$ cat config.mk
export PLATFORM = sky130hd
export DESIGN_NAME = alu_cmd_driver
export DESIGN_NICKNAME = d
export VERILOG_FILES = /design/src/rtl/alu_pkg.sv /design/src/rtl/alu_rsp_fifo.sv /design/src/rtl/alu_cmd_driver.sv
export SDC_FILE = /design/constraint.sdc
export NUM_CORES = 1
export LEC_CHECK = 0
export CAP_MARGIN = 20
export CORE_AREA = 4 4 118 120
export CTS_CLUSTER_SIZE = 28
export DETAILED_ROUTE_END_ITERATION = 6
export DIE_AREA = 0 0 122 124
export GPL_TIMING_DRIVEN = 0
export PLACE_DENSITY = 0.76
export SYNTH_ARGS = -nofsm -noshare
export SYNTH_HDL_FRONTEND = slang
export SYNTH_SLANG_ARGS = --single-unit
$ cat constraint.sdc
create_clock -name clk -period 1.42 [get_ports clk]
set_input_delay 0.142 -clock clk [delete_from_list [all_inputs] [get_ports clk]]
set_output_delay 0.142 -clock clk [all_outputs]
set_load 0.005 [all_outputs]
$ cat src/rtl/alu_pkg.sv
// alu_pkg: opcodes, FSM states and response record shared by the
// ALU command driver and its optional response FIFO.
package alu_pkg;

    localparam int ALU_W = 32;

    localparam logic [2:0] OP_ADD     = 3'd0;
    localparam logic [2:0] OP_SUB     = 3'd1;
    localparam logic [2:0] OP_SLT     = 3'd2;
    localparam logic [2:0] OP_XOR     = 3'd3;
    localparam logic [2:0] OP_SHL     = 3'd4;
    localparam logic [2:0] OP_SHR     = 3'd5;
    localparam logic [2:0] OP_SRA     = 3'd6;
    localparam logic [2:0] OP_ILLEGAL = 3'd7;

    typedef enum logic [1:0] {
        ST_IDLE,
        ST_EXEC,
        ST_RESP
    } state_t;

    typedef struct packed {
        logic [ALU_W-1:0] data;
        logic             zero;
        logic             ovf;
        logic             cout;
        logic             err;
    } rsp_t;

    function automatic rsp_t err_rsp();
        rsp_t r;
        r     = '0;
        r.err = 1'b1;
        return r;
    endfunction

endpackage

$ cat src/rtl/alu_rsp_fifo.sv
// alu_rsp_fifo: 2-entry response FIFO; simultaneous push and pop
// leaves occupancy unchanged. Caller never pushes when full.
module alu_rsp_fifo
    import alu_pkg::*;
(
    input  logic       clk,
    input  logic       rst_n,
    input  logic       push,
    input  rsp_t       push_data,
    input  logic       pop,
    output rsp_t       head,
    output logic [1:0] occ
);

    rsp_t mem [2];
    logic wr_ptr;
    logic rd_ptr;

    assign head = mem[rd_ptr];

    always_ff @(posedge clk or negedge rst_n) begin
        if (!rst_n) begin
            for (int i = 0; i < 2; i++) begin
                mem[i] <= '0;
            end
            wr_ptr <= 1'b0;
            rd_ptr <= 1'b0;
            occ    <= 2'd0;
        end else begin
            if (push) begin
                mem[wr_ptr] <= push_data;
                wr_ptr      <= ~wr_ptr;
            end
            if (pop) begin
                rd_ptr <= ~rd_ptr;
            end
            if (push && !pop) begin
                occ <= occ + 2'd1;
            end else if (pop && !push) begin
                occ <= occ - 2'd1;
            end
        end
    end

endmodule

$ cat src/rtl/alu_cmd_driver.sv
// alu_cmd_driver: registered valid/ready front-end for the 32-bit ALU.
// Define ALU_CMD_DRIVER_SKID_EN for a 2-entry response FIFO.
module alu_cmd_driver
    import alu_pkg::*;
#(
    parameter int WIDTH = ALU_W,
    parameter int CNT_W = 16
) (
    input  logic             clk,
    input  logic             rst_n,
    input  logic             req_valid,
    output logic             req_ready,
    input  logic [2:0]       req_op,
    input  logic [WIDTH-1:0] req_a,
    input  logic [WIDTH-1:0] req_b,
    output logic [2:0]       alu_s,
    output logic [WIDTH-1:0] alu_a,
    output logic [WIDTH-1:0] alu_b,
    input  logic [WIDTH-1:0] alu_out,
    input  logic             alu_zero,
    input  logic             alu_ovf,
    input  logic             alu_cout,
    output logic             rsp_valid,
    input  logic             rsp_ready,
    output logic [WIDTH-1:0] rsp_data,
    output logic             rsp_zero,
    output logic             rsp_ovf,
    output logic             rsp_cout,
    output logic             rsp_err,
    output logic [CNT_W-1:0] op_count
);

    state_t state;
    state_t state_nx;
    rsp_t   cap;
    rsp_t   rsp_q;
    logic   take_ok;
    logic   legal;
    logic   accept;
    logic   deliver;

    assign legal   = req_op != OP_ILLEGAL;
    assign accept  = req_valid && take_ok;
    assign deliver = rsp_valid && rsp_ready;

    assign req_ready = take_ok;

    assign cap.data = alu_out;
    assign cap.zero = alu_zero;
    assign cap.ovf  = alu_ovf;
    assign cap.cout = alu_cout;
    assign cap.err  = 1'b0;

    assign rsp_data = rsp_q.data;
    assign rsp_zero = rsp_q.zero;
    assign rsp_ovf  = rsp_q.ovf;
    assign rsp_cout = rsp_q.cout;
    assign rsp_err  = rsp_q.err;

    always_ff @(posedge clk or negedge rst_n) begin
        if (!rst_n) begin
            state <= ST_IDLE;
        end else begin
            state <= state_nx;
        end
    end

    // The ALU bus only moves on a legal acceptance; illegal ops leave it alone.
    always_ff @(posedge clk or negedge rst_n) begin
        if (!rst_n) begin
            alu_s <= 3'd0;
            alu_a <= '0;
            alu_b <= '0;
        end else if (accept && legal) begin
            alu_s <= req_op;
            alu_a <= req_a;
            alu_b <= req_b;
        end
    end

    always_ff @(posedge clk or negedge rst_n) begin
        if (!rst_n) begin
            op_count <= '0;
        end else if (deliver) begin
            op_count <= op_count + CNT_W'(1);
        end
    end

`ifdef ALU_CMD_DRIVER_SKID_EN
    rsp_t       push_data;
    logic       push;
    logic       in_flight;
    logic [1:0] occ;

    assign in_flight = state == ST_EXEC;
    assign push      = in_flight || (accept && !legal);
    assign push_data = in_flight ? cap : err_rsp();
    assign take_ok   = (state == ST_IDLE) && ((occ + {1'b0, in_flight}) < 2'd2);
    assign rsp_valid = occ != 2'd0;

    alu_rsp_fifo u_fifo (
        .clk       (clk),
        .rst_n     (rst_n),
        .push      (push),
        .push_data (push_data),
        .pop       (deliver),
        .head      (rsp_q),
        .occ       (occ)
    );

    always_comb begin
        state_nx = state;
        unique case (state)
            ST_IDLE: if (accept && legal) state_nx = ST_EXEC;
            default: state_nx = ST_IDLE;
        endcase
    end
`else
    assign take_ok   = state == ST_IDLE;
    assign rsp_valid = state == ST_RESP;

    always_ff @(posedge clk or negedge rst_n) begin
        if (!rst_n) begin
            rsp_q <= '0;
        end else if (state == ST_EXEC) begin
            rsp_q <= cap;
        end else if (accept && !legal) begin
            rsp_q <= err_rsp();
        end
    end

    always_comb begin
        state_nx = state;
        unique case (state)
            ST_IDLE: if (accept) state_nx = legal ? ST_EXEC : ST_RESP;
            ST_EXEC: state_nx = ST_RESP;
            ST_RESP: if (rsp_ready) state_nx = ST_IDLE;
            default: state_nx = ST_IDLE;
        endcase
    end
`endif

endmodule

==> impl_results.md, run 1 <==
- Initial antenna violation count: 0
- Port Buffers: ~230
- Netlist cell types: 35
- First-pass GRT wire length: about 22000 um
- WS Path Type: reg -> reg
- Detailed Routing Iterations Pass 1: 4
- Synth top area share: around 65%
- Met3 wire length: between 1500 and 2000 um
- Reg-to-reg slack, setup: -0.16 ns
- Post-synthesis cell count: around 290
- Chip Height: 124 um
- Worst VDD drop: ~0.0012 V
- Reg2Reg Depth: 7
- Clock transition at path regs: ~0.050 ns
- Root Driver: clkbuf_16
- Clock Sink Count: approximately 120
- Flops & latches, synth: about 120
- Synth Area per Inst: 16.1 um2
- Reg2reg start: state[0]
- Num CTS Buffers: 17
- Vias per cell: around 4.8
- Detail Route Antenna Nets: 0
- H-tree Lvls: 4
- Layout area overhead: 85.3%
- Critical Path RT: between 1.5 and 2 ns
- Max Cap Violations: 0
- WP data arrival: about 1.9 ns
- Starting density of the core: a little over a third
- Most common cell after layout, fill and taps aside: dfrtp_1
- Leak pwr: approximately 4.4 nW
- Ratio of final minimum period to clock period: 111%
- Wire length per cell: between 15 and 20 um
- Clk buf depth: 2
- Relative slew slack: about two thirds
- Final min period: between 1.5 and 2 ns
- Mapped Nets: between 300 and 400
- Reg-to-reg endpoint: rsp_data[24]
- CP max FO: 10
- Layout Skew: around 0.0047 ns
- GR Util All Layers: about a fifth
- Gpl congestion: 0.757
- Commonest non-fill, non-tap cells in the layout: dfrtp_1, dlygate4sd2_1, clkdlybuf4s50_1, mux2_4, a22o_1
- Setup TNS: -10.62 ns
- Cell Count, Final, Fillers Out: about 780
- Design area: 8690 um2
- Post-Place Cell Area: a little over 7000 um2
- DP Worst Slack: -0.397 ns
- Routed vias: 3747
- Die ar.: approximately 15000 um2
- Antenna Cells: 0
- Crit path capture type: flop
- Number of synthesis warnings: 0
- Row cnt: between 40 and 50
- Worst skew pair latency: just over 0.4 ns
- Sequential share of the synthesized area: approximately 65%
- Setup violations, final: roughly 110
- First DRT Iteration DRCs: 147
- Outcome: finished with violations
- Power Density: 2050 nW/um2
- Highest achievable clock rate: 634 MHz
- TritonCTS clock tree: done
- Filler Cell Count: between 900 and 1000
- Largest area contributor in the netlist: dfrtp_1
- Min-Delay Path Class: in -> async
- Fin. max-slew vios: 0
- Count of final hold-check violations: 0
- Layout cells sized above 1: 31.8%
- Nets: 701
- Ports: ~230
- Chip width: around 120 um
- Largest net degree at the start of global routing: 101
- M1 WL: around 5800 um
- Unrepaired setup endpoints after global routing: yes
- Number of global-route vias before repair: slightly above 4000
- Final worst setup slack: -0.156 ns
- Total Wirelength: roughly 15000 um
- Failing checks: negative setup slack
- Max Used Layer: met4
- Met2 wire len: 7510 um
- Post-Syn Area: 4690 um2
- Post-detail-place hpwl: ~10000 um
- Placed Instances: about 700
- Largest cells by area after synthesis: dfrtp_1, mux2_2, a22o_1
- Overflow after GRT: 0
- Critical Path Start Type: flop
- Drt drc: 0
- Core Footprint: approximately 13000 um2
- Worst Tran Pin Value: just under 0.5 ns
- Final Util: approximately two thirds
==> layer usage <==
| layer | track usage (%) | vias up |
|---|---|---|
| li1 | - | 1666 |
| met1 | 22.1 | 1875 |
| met2 | 32.7 | 181 |
| met3 | 8.58 | 25 |
| met4 | 7.77 | 0 |
| met5 | 0 | - |
==> stage by stage <==
step           power (mW)  hold slack, ns
3_3_place_gp         12.3           0.460
6_report             17.8           0.189
5_1_grt              18.8           0.181
3_5_place_dp         12.6         0.00723
4_1_cts              17.3           0.145
2_1_floorplan        8.36          -0.154
==> registers in the layout, summed over array words and instances (netlist names) <==
signal and cells:
op_count 16, rsp_cout 1, rsp_err 1, rsp_zero 1, alu_a 32, alu_s 3, rsp_data 32, rsp_ovf 1
alu_b 32, state 2
==> worst max-delay path, stage by stage, from the launching register on <==
cell     delay (ns)
dfrtp_2        0.43
buf_4          0.14
buf_6          0.11
buf_6          0.10
nor2b_2        0.15
buf_6          0.15
buf_8          0.14
a22o_1         0.23
==> synth_stat cells, drive strengths merged <==
cell type,n
a21oi,1
a22o,35
a31oi,1
and2,1
and3,4
and3b,1
and4,1
and4b,1
buf,15
dfrtp,121
ha,1
inv,3
mux2,65
nand2,2
nand2b,1
nand3,5
nand4,4
nor2,7
nor2b,1
nor3,2
o21ai,1
o22a,3
or2,1
xnor2,7
xor2,8
==> timing repair <==
action | 4_1_cts | 5_1_grt
setup buffers | 35 | 11
endpoints found under the hold margin | 121 | 0
hold buffers | 1 | 0
setup endpoints to repair | 185 | 122
gates cloned | 2 | 8
pin swaps | 17 | 20
resized for setup | 186 | 46
==> cell families after synthesis <==
kind of cell / count (synthesis) / share of synthesized area [%]
buffers and inverters: 18 / 3.33
XOR/XNOR: 15 / 2.80
multiplexers: 65 / 16.9
adder cells (fa/ha/maj): 1 / 0.267
AND/OR/NAND/NOR: 31 / 4.77
AO/OA/AOI/OAI: 41 / 7.44
flip-flops: 121 / 64.5
==> report_power, final <==
group | switching (mW) | internal, mW | total, mW | leakage [nW]
sequential | 0.882 | 4.98 | 5.87 | 1.46
combinational | 2.59 | 4.93 | 7.51 | 2.61
clock | 1.53 | 2.89 | 4.42 | 0.283
total | 5.00 | 12.8 | 17.8 | 4.35
==> cell type report <==
cell class | count | area, um2 | area share, %
tap | 176 | 220 | 2.53
multi-input combinational | 153 | 1760 | 20.2
buffer | 15 | 240 | 2.76
sequential | 121 | 3030 | 34.9
clock buffer | 21 | 470 | 5.41
inverter | 3 | 11.3 | 0.130
timing repair buffer | 283 | 2820 | 32.4
clock inverter | 11 | 145 | 1.67
==> worst max-delay path by stage <==
stage | startpoint | endpoint | slack [ns] | cells after the start
final | state[0] | rsp_data[24] | -0.16 | 7
after floorplan | state[0] | alu_a[0] | -0.05 | 6
after global routing | state[0] | alu_b[27] | -0.20 | 7
after CTS | state[0] | alu_a[9] | -0.16 | 7
after detailed placement | req_op[2] | rsp_data[21] | -0.40 | 7
after global placement | rst_n | alu_a[10] | -4.37 | 1
No activity file was read; power rests on OpenSTA's default activity.
==> run 2: changes to the inputs <==
Settings changed: CORE_AREA 4 4 118 120 to 2 2 116 118, DIE_AREA 0 0 122 124 to 0 0 118 120, SETUP_SLACK_MARGIN set to 0.05, SKIP_CTS_REPAIR_TIMING set to 1.
==> impl_results.md, run 2 (synthesized netlist as in run 1, its figures left out) <==
- Post-detail-place hpwl: 8940 um (-11%)
- Starting density of the core: 36.2% (unchanged)
- Critical Path RT: 1.70 ns (about the same)
- First DRT Iteration DRCs: 157 (+6.8%)
- WS Path Type: reg -> reg
- Commonest non-fill, non-tap cells in the layout: dlymetal6s2s_1, dfrtp_1, clkdlybuf4s50_1, mux2_4, a22o_1
- Ports: 227 (unchanged)
- Port Buffers: 226 (unchanged)
- Clk buf depth: 2 (unchanged)
- Row cnt: 42 (unchanged)
- Vias per cell: 4.74 (-1.0%)
- Root Driver: clkbuf_16
- DP Worst Slack: -0.351 ns (+0.0463 ns)
- Outcome: finished with violations
- Leak pwr: 5.22 nW (+20%)
- First-pass GRT wire length: 19400 um (-13%)
- Antenna Cells: 0 (unchanged)
- Num CTS Buffers: 17 (unchanged)
- Min-Delay Path Class: in -> reg
- Count of final hold-check violations: 0 (unchanged)
- Most common cell after layout, fill and taps aside: dlymetal6s2s_1
- Setup violations, final: 70 (-33%)
- WP data arrival: 1.88 ns (about the same)
- Layout Skew: 0.00473 ns (-0.00000658 ns)
- Final worst setup slack: -0.173 ns (-0.0161 ns)
- Worst Tran Pin Value: 0.433 ns (-0.0548 ns)
- Failing checks: negative setup slack
- Switching portion of total power: 27.1% (-0.96 points)
- Relative slew slack: 71.1% (+3.7 points)
- Chip width: 118 um (-3.3%)
- Final min period: 1.59 ns (+0.0161 ns)
- CP max FO: 7 (-3)
- Core Footprint: 13000 um2 (unchanged)
- Design area: 8960 um2 (+3.0%)
- Nets: 698 (-0.43%)
- Critical Path Start Type: flop
- Layout cells sized above 1: 31.3% (-0.45 points)
- Detailed Routing Iterations Pass 1: 4 (unchanged)
- Highest achievable clock rate: 628 MHz (-1.0%)
- Sequential share of power: 33.0% (about the same)
- Clock transition at path regs: 0.05 ns (about the same)
- Psw: 4.82 mW (-3.6%)
- Chip Height: 120 um (-3.2%)
- Reg2Reg Depth: 6 (-1)
- Layout area overhead: 90.9%
- Die ar.: 14200 um2 (-6.4%)
- Fin. max-slew vios: 0 (unchanged)
- H-tree Lvls: 4 (unchanged)
- Detail Route Antenna Nets: 0 (unchanged)
- Cell Int Power: 12.9 mW (+1.2%)
- Comb pwr share: 43.6% (+1.4 points)
- Hold path cells: 2
- TritonCTS clock tree: done
- Post-Place Cell Area: 7200 um2 (unchanged)
- Wire length per cell: 18.6 um (-4.2%)
- GR Util All Layers: 17.7% (-1.9 points)
- Max Cap Violations: 0 (unchanged)
- Worst skew pair latency: 0.40 ns (about the same)
- Unrepaired setup endpoints after global routing: yes
- Clock Sink Count: 121 (unchanged)
- Clock group share of total power: 23.4% (-1.4 points)
- Ratio of final minimum period to clock period: 112% (+1.1 points)
- Crit path capture type: flop
- Worst VDD drop: 0.00102 V (-12%)
- Largest net degree at the start of global routing: 78 (-23%)
- Gpl congestion: 0.779 (+3.0%)
- Number of global-route vias before repair: 3663 (-11%)
- Overflow after GRT: 0 (unchanged)
- Initial antenna violation count: 0 (unchanged)
- Power Density: 1980 nW/um2 (-3.1%)
- Routed vias: 3690 (-1.5%)
- Total Wirelength: 14500 um (-4.7%)
- Drt drc: 0 (unchanged)
==> run 2: changes by cell type in the layout (fill, tap and decap cells not counted), moves of 4 or more <==
cell / delta
dlymetal6s2s_1: +109
clkinv_2: +4
clkinvlp_4: -5
mux2_2: +7
dfrtp_2: +4
dfrtp_1: -4
dlygate4sd2_1: -105
mux2_4: -7
buf_12: -5
==> run 2: power by group through the flow <==
stage	registers (mW)	clock network, mW	logic, mW
global placement	5.83	0	6.41
CTS	5.88	4.24	6.60
finish	5.86	4.15	7.75
global route	6.07	4.43	8.22
detailed placement	5.91	0	6.55
floorplan	5.96	0	2.40
==> run 2: stage by stage <==
| stage | utilization (%) | cells | hold slack (ns) | TNS (ns) | power [mW] |
|---|---|---|---|---|---|
| detailed placement | 55.5 | 695 | 0.0966 | -29.53 | 12.5 |
| CTS | 59.9 | 726 | -0.345 | -14.26 | 16.7 |
| finish | 69.0 | 779 | 0.0236 | -8.79 | 17.8 |
| global route | 69.0 | 779 | 0.0282 | -12.97 | 18.7 |
| floorplan | - | 292 | -0.154 | -0.746 | 8.36 |
| global placement | 55.3 | 694 | 0.461 | -552.83 | 12.2 |
==> run 2: layout make-up <==
type / count / area [um2]
Fill cell: 873 / 4020
Timing Repair Buffer: 280 / 3190
Sequential cell: 121 / 3040
Multi-Input combinational cell: 153 / 1710
Clock buffer: 22 / 474
Tap cell: 176 / 220
Buffer: 15 / 218
Clock inverter: 9 / 97.6
Inverter: 3 / 11.3
==> run 2: per-layer routing <==
layer	wire, um	share of wire (%)	up-vias	GRT usage, %
met3	1010	7.0	24	7.46
met2	7350	51	162	29.1
li1	-	-	1657	-
met5	0	0	-	0
met4	286	2.0	0	7.08
met1	5850	40	1847	20.5
==> run 2: critical path, stage by stage, from the launching register on <==
cell and delay, ns:
dfrtp_2 0.44, nor2_4 0.15, nand2_4 0.09, nor2_8 0.18, buf_12 0.17, clkbuf_16 0.15
mux2_4 0.29
==> run 2: final timing paths <==
| path | start | to | slack [ns] |
|---|---|---|---|
| worst max-delay path | state[0] | alu_a[3] | -0.17 |
| worst min-delay path | req_op[0] | alu_s[0] | 0.02 |
| worst max register to register | state[0] | alu_a[3] | -0.17 |
| worst min register to register | op_count[15] | op_count[15] | 0.46 |
| max in group asynchronous | rst_n | alu_a[12] | 0.45 |
| min in group asynchronous | rst_n | rsp_data[12] | 0.25 |
